$ cat src/rtl/machine_timer.sv
// RISC-V machine timer: 64-bit mtime with prescaler, 64-bit mtimecmp and a level MTIP
// interrupt, reached through a single-cycle request/ack data-bus port.
module machine_timer #(
    parameter int unsigned PRESCALE = 1
) (
    input  logic        clk,
    input  logic        rst,
    input  logic        bus_req,
    input  logic        bus_we,
    input  logic [4:0]  bus_addr,
    input  logic [31:0] bus_wdata,
    input  logic [3:0]  bus_be,
    output logic [31:0] bus_rdata,
    output logic        bus_ack,
    output logic        timer_irq
);

    typedef enum logic [2:0] {
        REG_MTIME_LO    = 3'd0,
        REG_MTIME_HI    = 3'd1,
        REG_MTIMECMP_LO = 3'd2,
        REG_MTIMECMP_HI = 3'd3,
        REG_CTRL        = 3'd4,
        REG_RSVD5       = 3'd5,
        REG_RSVD6       = 3'd6,
        REG_RSVD7       = 3'd7
    } reg_sel_e;

    localparam logic [15:0] PRESCALE_LAST = 16'(PRESCALE - 1);

    logic [63:0] mtime;
    logic [63:0] mtimecmp;
    logic [31:0] mtime_hi_shadow;
    logic [15:0] presc_cnt;
    logic        en;

    reg_sel_e    sel;
    logic        wr;
    logic        rd;
    logic        mtime_wr;
    logic        tick;
    logic [63:0] mtime_wval;
    logic [31:0] rdata_next;

    // Byte offset bits below the word index carry no meaning in this map.
    logic unused_addr_bits;
    assign unused_addr_bits = ^bus_addr[1:0];

    function automatic logic [31:0] merge_bytes(input logic [31:0] old_val,
                                                input logic [31:0] new_val,
                                                input logic [3:0]  be);
        logic [31:0] res;
        res = old_val;
        for (int i = 0; i < 4; i++) begin
            if (be[i]) res[8*i +: 8] = new_val[8*i +: 8];
        end
        return res;
    endfunction

    assign sel      = reg_sel_e'(bus_addr[4:2]);
    assign wr       = bus_req & bus_we;
    assign rd       = bus_req & ~bus_we;
    assign mtime_wr = wr & ((sel == REG_MTIME_LO) | (sel == REG_MTIME_HI));
    assign tick     = en & (presc_cnt == PRESCALE_LAST);

    // NOTE: every variable driven in always_comb gets a default first so no latch is inferred.
    always_comb begin
        mtime_wval = mtime;
        if (wr && sel == REG_MTIME_LO) mtime_wval[31:0]  = merge_bytes(mtime[31:0], bus_wdata, bus_be);
        if (wr && sel == REG_MTIME_HI) mtime_wval[63:32] = merge_bytes(mtime[63:32], bus_wdata, bus_be);
    end

    always_comb begin
        rdata_next = '0;
        unique case (sel)
            REG_MTIME_LO:    rdata_next = mtime[31:0];
            REG_MTIME_HI:    rdata_next = mtime_hi_shadow;
            REG_MTIMECMP_LO: rdata_next = mtimecmp[31:0];
            REG_MTIMECMP_HI: rdata_next = mtimecmp[63:32];
            REG_CTRL:        rdata_next = {30'd0, timer_irq, en};
            default:         rdata_next = '0;
        endcase
    end

    // NOTE: sequential state uses non-blocking assignments so every register samples pre-edge values.
    always_ff @(posedge clk) begin
        if (rst) begin
            mtime           <= '0;
            mtimecmp        <= '1;
            mtime_hi_shadow <= '0;
            presc_cnt       <= '0;
            en              <= 1'b1;
            bus_ack         <= 1'b0;
            bus_rdata       <= '0;
            timer_irq       <= 1'b0;
        end else begin
            bus_ack   <= bus_req;
            bus_rdata <= rd ? rdata_next : '0;
            timer_irq <= (mtime >= mtimecmp);

            // A software write to mtime beats a same-cycle tick and restarts the prescaler.
            if (mtime_wr) begin
                mtime           <= mtime_wval;
                presc_cnt       <= '0;
                mtime_hi_shadow <= mtime_wval[63:32];
            end else begin
                if (tick) begin
                    mtime     <= mtime + 64'd1;
                    presc_cnt <= '0;
                end else if (en) begin
                    presc_cnt <= presc_cnt + 16'd1;
                end
                if (rd && sel == REG_MTIME_LO) mtime_hi_shadow <= mtime[63:32];
            end

            if (wr && sel == REG_MTIMECMP_LO) mtimecmp[31:0]  <= merge_bytes(mtimecmp[31:0], bus_wdata, bus_be);
            if (wr && sel == REG_MTIMECMP_HI) mtimecmp[63:32] <= merge_bytes(mtimecmp[63:32], bus_wdata, bus_be);
            if (wr && sel == REG_CTRL && bus_be[0]) en <= bus_wdata[0];
        end
    end

endmodule

$ cat config.mk
export PLATFORM = sky130hd
export DESIGN_NAME = machine_timer
export DESIGN_NICKNAME = d
export VERILOG_FILES = /design/src/rtl/machine_timer.sv
export SDC_FILE = /design/constraint.sdc
export NUM_CORES = 1
export LEC_CHECK = 0
export ABC_AREA = 1
export ABC_CLOCK_PERIOD_IN_PS = 2100
export CORE_MARGIN = 1.5
export CORE_UTILIZATION = 55
export CTS_BUF_LIST = sky130_fd_sc_hd__clkbuf_8
export CTS_CLUSTER_DIAMETER = 40
export DETAILED_ROUTE_END_ITERATION = 10
export GPL_TIMING_DRIVEN = 0
export HOLD_SLACK_MARGIN = 0.06
export PLACE_DENSITY = 0.87
export SLEW_MARGIN = 20
export SYNTH_ARGS = -nofsm -noshare
export SYNTH_HDL_FRONTEND = slang
export SYNTH_SLANG_ARGS = --single-unit
$ cat constraint.sdc
create_clock -name clk -period 2.1 [get_ports clk]
set_clock_uncertainty 0.1 [all_clocks]
set_input_delay 0.42 -clock clk [delete_from_list [all_inputs] [get_ports clk]]
set_output_delay 0.42 -clock clk [all_outputs]
set_load 0.02 [all_outputs]
======== Word level (Yosys, flattened, before mapping) ========
Cells that the tools add are included.
operators by class
  $add $sub $neg .......................... 2
  multiply operators ...................... 0
  divide/modulo/power cells ............... 0
  magnitude comparators ................... 1
  eq/ne operators ......................... 9
  shift-type cells ........................ 0
  multiplexer cells ....................... 15
  bitwise gates (word level) .............. 7
  reductions and logical operators ........ 25
operator list
  cell                   number
  $pmux 32 s5            1
  $mux 32                4
  $mux 64                2
  $add 64x1->64 const B  1
  $ge 64x64->1           1
  $mux 8                 8
  $add 16x1->16 const B  1
  $logic_not 16->1       1
  $reduce_and 2->1       8
  $reduce_and 3->1       4
  $ne 2x2->1 const B     4
  $logic_and 1x1->1      7
  $eq 3x2->1 const B     2
  $and 1x1->1            4
  $reduce_bool 2->1      2
  $eq 3x1->1 const B     1
  $eq 3x3->1 const B     1
  $logic_not 3->1        1
  $reduce_or 3->1        1
  $ne 2x1->1 const B     1
  $not 1->1              2
  $reduce_or 2->1        1
  $or 1x1->1             1
storage, ports and cells
  register bits after elaboration ......... 211
  latch bits .............................. 0
  bits in writable memories ............... 0
  ROM bits ................................ 0
  bits of input ports ..................... 45
  word-level logic and storage cells ...... 78
  memories ................................ 0

======== Depth between registers and ports, before layout ========
  depth in word-level cells ............... 5
  mapped depth ............................ 15

======== Worst setup path after synthesis ========
No wires, ideal clock.
  path type ............................... input to register
  from .................................... input port bus_req
  to ...................................... register mtime[21]
  setup time .............................. 0.116 ns
  data arrival time ....................... 1.573 ns
  slack ................................... 0.311 ns
  stages on the path ...................... 10
  cells stage by stage .................... nand2_1 -> inv_1 -> nand2_4 -> nor2_1 -> nor2_1 -> nand2_2 -> inv_1 -> nand2_1 -> o21ai_0 -> nor2_1
between the ends
  word-level cells in the longest chain between the ends .. 4
RTL lines
  item                                                     line    text
  start, declared                                          8       input logic bus_req,
  $and 1x1->1 *                                            61      assign wr = bus_req & bus_we;
  $and 1x1->1 / $logic_and 1x1->1 (equally long branches)  63, 69
  $ne 2x2->1 (no line), or another cell as far along       --
  $reduce_and 3->1 (no line)                               --
  end signal, assigned                                     103     mtime <= mtime_wval;
  end signal, assigned                                     108     mtime <= mtime + 64'd1;
  end, declared                                            31      logic [63:0] mtime;
Mark *: on every way between the ends. The rest lies on a longest branch, timed or not.
A chain may end at the register's enable or synchronous reset.

======== Worst setup path in the final report ========
  from .................................... register mtime[37]
  to ...................................... register mtime[54]
between the ends
  word-level cells in the longest chain between the ends .. 3
RTL lines
  item           line  text
  $add 64x1->64  108
  $mux 64        107   if (tick) begin
  $mux 64        102   if (mtime_wr) begin
No other way between the ends. The select of a mux whose other input is x is not followed.

==> flow_summary.yaml <==
clocking:
  cts.clk_slew.worst_paths_ns: 0.07
  clockRootBuffer: "clkbuf_8"
  htreeDepth: 2
  clock_path_buffers: 3
  clock_latency_ns: 0.57
  cts_sinks: 211
  cts-buffers-inserted: 42
  tritoncts: "done"
final_layout:
  multiInputGateArea_um2: 7938
  fin_area_um2: 16090
  regArea_um2: 4302
  final_layout_size_suffix_gt1_share_pct: 14.79
  fillers: 2090
  final_nets: 2245
  area_growth_pct: 22.13
  diodes: 0
synth:
  yosys.area.top_type: "dfxtp_1"
  synthAdderAreaFrac_pct: 6.363
  synth_top_area_share_pct: 32.06
  synth_xor_area_share_pct: 0.8643
  synth_ff_type: "dfxtp_1"
  syn_area_per_cell_um2: 6.607
  synth_common_cells: "nand2_1, inv_1, nor2_1"
  synth_simple_gate_area_share_pct: 30.18
  synthArstFlopShare_pct: 0
  synth-edff-count: 0
  yosysSeqAreaShare_pct: 32.06
  yosys_warnings: 0
  yosys-top-cells-area: "dfxtp_1, nand2_1, inv_1"
  synth_top_family_by_area: "simple AND/OR/NAND/NOR gates"
  synth-compound-area-share_pct: 19.04
  ys_seq_elements: 211
  muxShareOfSynthArea_pct: 0.2279
  synthMostInstantiatedCell: "nand2_1"
  synthCells: 1994
  synth_fp_nets: 2106
  synth.distinct_cells: 50
  syn_area_um2: 13170
die:
  io_pins: 79
  die_x_um: 157.8
  std_cell_rows: 56
  dieArea_um2: 24890
  die_height_um: 157.8
  coreArea_um2: 23470
  initial_utilization_pct: 56.12
timing:
  rsz0062_at_grt: "yes"
  slew_headroom_pct: 37.18
  hold_viol: 0
  period_share_pct: 99.09
  tightest_slew_ns: 0.9324
  worst_slack_ns: 0.01918
  final_max_slew_viol_count: 0
  setup_viol: 0
  finalCriticalPeriod_ns: 2.081
  fmax_ghz: 0.4806
pwr:
  ir_drop_v: 0.0005318
  p_per_area_nw_per_um2: 635.8
  p_leak_uw: 0.007287
  switching_share_pct: 28.61
  power.switching_uw: 2926
  power_uw: 10230
  power_frac_seq_pct: 41.9
  clockPowerShare_pct: 47.3
  p_int_uw: 7302
  power_frac_comb_pct: 10.8
route:
  vias_per_cell: 6.153
  post-route-drc-count: 0
  dr.first_iter.drc_count: 2281
  ant_nets: 0
  wl_per_cell_um: 23.52
  vias: 15278
  dr.pass1.iters: 6
  wl_um: 58400
global_route:
  grt_max_degree: 11
  gr-usage-all-layers_pct: 46.66
  grt-ovfl-total: 0
  grt_pass1_wl_um: 84750
  grt_pass1_vias: 14128
  antenna_found_initial: 0
job:
  max_cap_viol_count: 0
place:
  pre_cts_ws_ns: -0.8992
  dpl_cell_area_um2: 14320
  port_buffers: 75
  hpwl_um: 43840
  place_congestion: 1.112
worst_setup_path:
  required_ns: 2.51
  worstReg2RegStart: "mtime[37]"
  critPathLaunchType: "register"
  reg2reg_depth: 12
  end_kind: "register"
  cp_data_arrival_time_ns: 2.49
  rr_endpoint: "mtime[54]"
  startpoint: "mtime[37]"
  r2r_slack_ns: 0.02
  worstSetupPathType: "reg -> reg"
  crit_fanout: 5
hold_path:
  hold_start: "bus_req"
  worstHoldPathCells: 3
  worst_hold_path_type: "in -> reg"
  hold_path_end: "bus_ack"
run_status:
  status: "finished clean"
-- worst max-delay path: stages, from the launching register on --
cell	delay, ns
dfxtp_2	0.40
nand2_1	0.13
nor2_4	0.16
inv_1	0.13
nor2_4	0.16
inv_2	0.12
nor2_4	0.16
inv_1	0.14
nor2_4	0.23
nand3_1	0.10
nand3_1	0.08
nand2_1	0.06
inv_1	0.05
-- through the flow --
step | instances | util [%] | hold slack [ns] | TNS [ns]
final | 2483 | 68.54 | 0.1520 | 0
after global routing | 2483 | 68.54 | 0.1925 | -0.1457
after CTS | 2478 | 66.94 | 0.3024 | 0
after detailed placement | 2388 | 61.02 | 0.3577 | -124.48
after global placement | 2388 | 61.02 | 0.3487 | -119.71
after floorplan | 1994 | - | 0.3392 | 0
-- what timing repair did --
action	4_1_cts	5_1_grt
hold buffers	0	0
cloned	0	0
buffers inserted	15	6
resized for setup	103	123
pin swaps	12	15
setup endpoints to repair	168	179
-- final cells by class --
cell class / instances / area share, %
inverters: 288 / 6.789
plain buffers: 79 / 2.924
flip-flops and latches: 211 / 26.74
repair buffers: 96 / 5.840
clock inverters: 25 / 1.618
multi-input cells: 1415 / 49.34
clock buffers: 50 / 4.277
well taps: 319 / 2.481
-- power by group through the flow --
stage	clock, uW	combinational (uW)	sequential, uW
finish	4840	1110	4290
detailed placement	0	1010	4350
global placement	0	998	4350
floorplan	0	576	4310
CTS	4780	1040	4270
global route	4950	1170	4290
-- layout by cell type (no fill, tap or decap), types with 5 or more instances in the layout --
master           count
nand2_1            418
inv_1              277
nor2_1             214
dfxtp_1            169
nand3_1            120
o21ai_0            103
a21oi_1            101
o211ai_1            84
clkdlybuf4s50_1     71
ha_1                66
clkbuf_8            50
buf_4               35
nand4_1             34
nor2_4              32
a31oi_1             32
dfxtp_2             32
a221oi_1            31
clkbuf_1            25
nor3_1              22
nor2_2              22
buf_2               20
o22ai_1             18
nand2_2             17
xor2_1              13
inv_2               11
o21ai_1             11
clkinv_2            11
dfxtp_4             10
nand2_4              9
nand3b_1             8
o211ai_2             7
clkbuf_2             7
nand3_2              7
nand3_4              5
buf_6                5
or2_2                5
o21bai_1             5
bufinv_16            5
-- how the worst max path moves through the flow --
stage / slack [ns] / endpoint / cells past startpoint
3_3_place_gp: -0.88 / bus_rdata[12] / 6
5_1_grt: -0.05 / timer_irq / 10
4_1_cts: 0.004 / presc_cnt[13] / 10
2_1_floorplan: 0.31 / mtime[21] / 10
6_report: 0.02 / mtime[54] / 12
3_5_place_dp: -0.90 / bus_rdata[12] / 6
-- sequential cells by signal (all words and copies together) (netlist names) --
name / count
bus_ack: 1
bus_rdata: 32
en: 1
mtime: 64
mtime_hi_shadow: 32
mtimecmp: 64
presc_cnt: 16
timer_irq: 1
-- layer usage --
layer,part of all wire (%),global-route usage (%)
met1,38,59.23
met2,41,68.09
met3,14,13.22
met4,7.8,32.35
met5,0,0
-- cell families after synthesis --
family,Yosys count
compound gates,401
xor+xnor,13
fa+ha+maj,67
buf+inv,368
flops,211
mux,3
simple gates,931
Power figures use the tool's default switching activity.
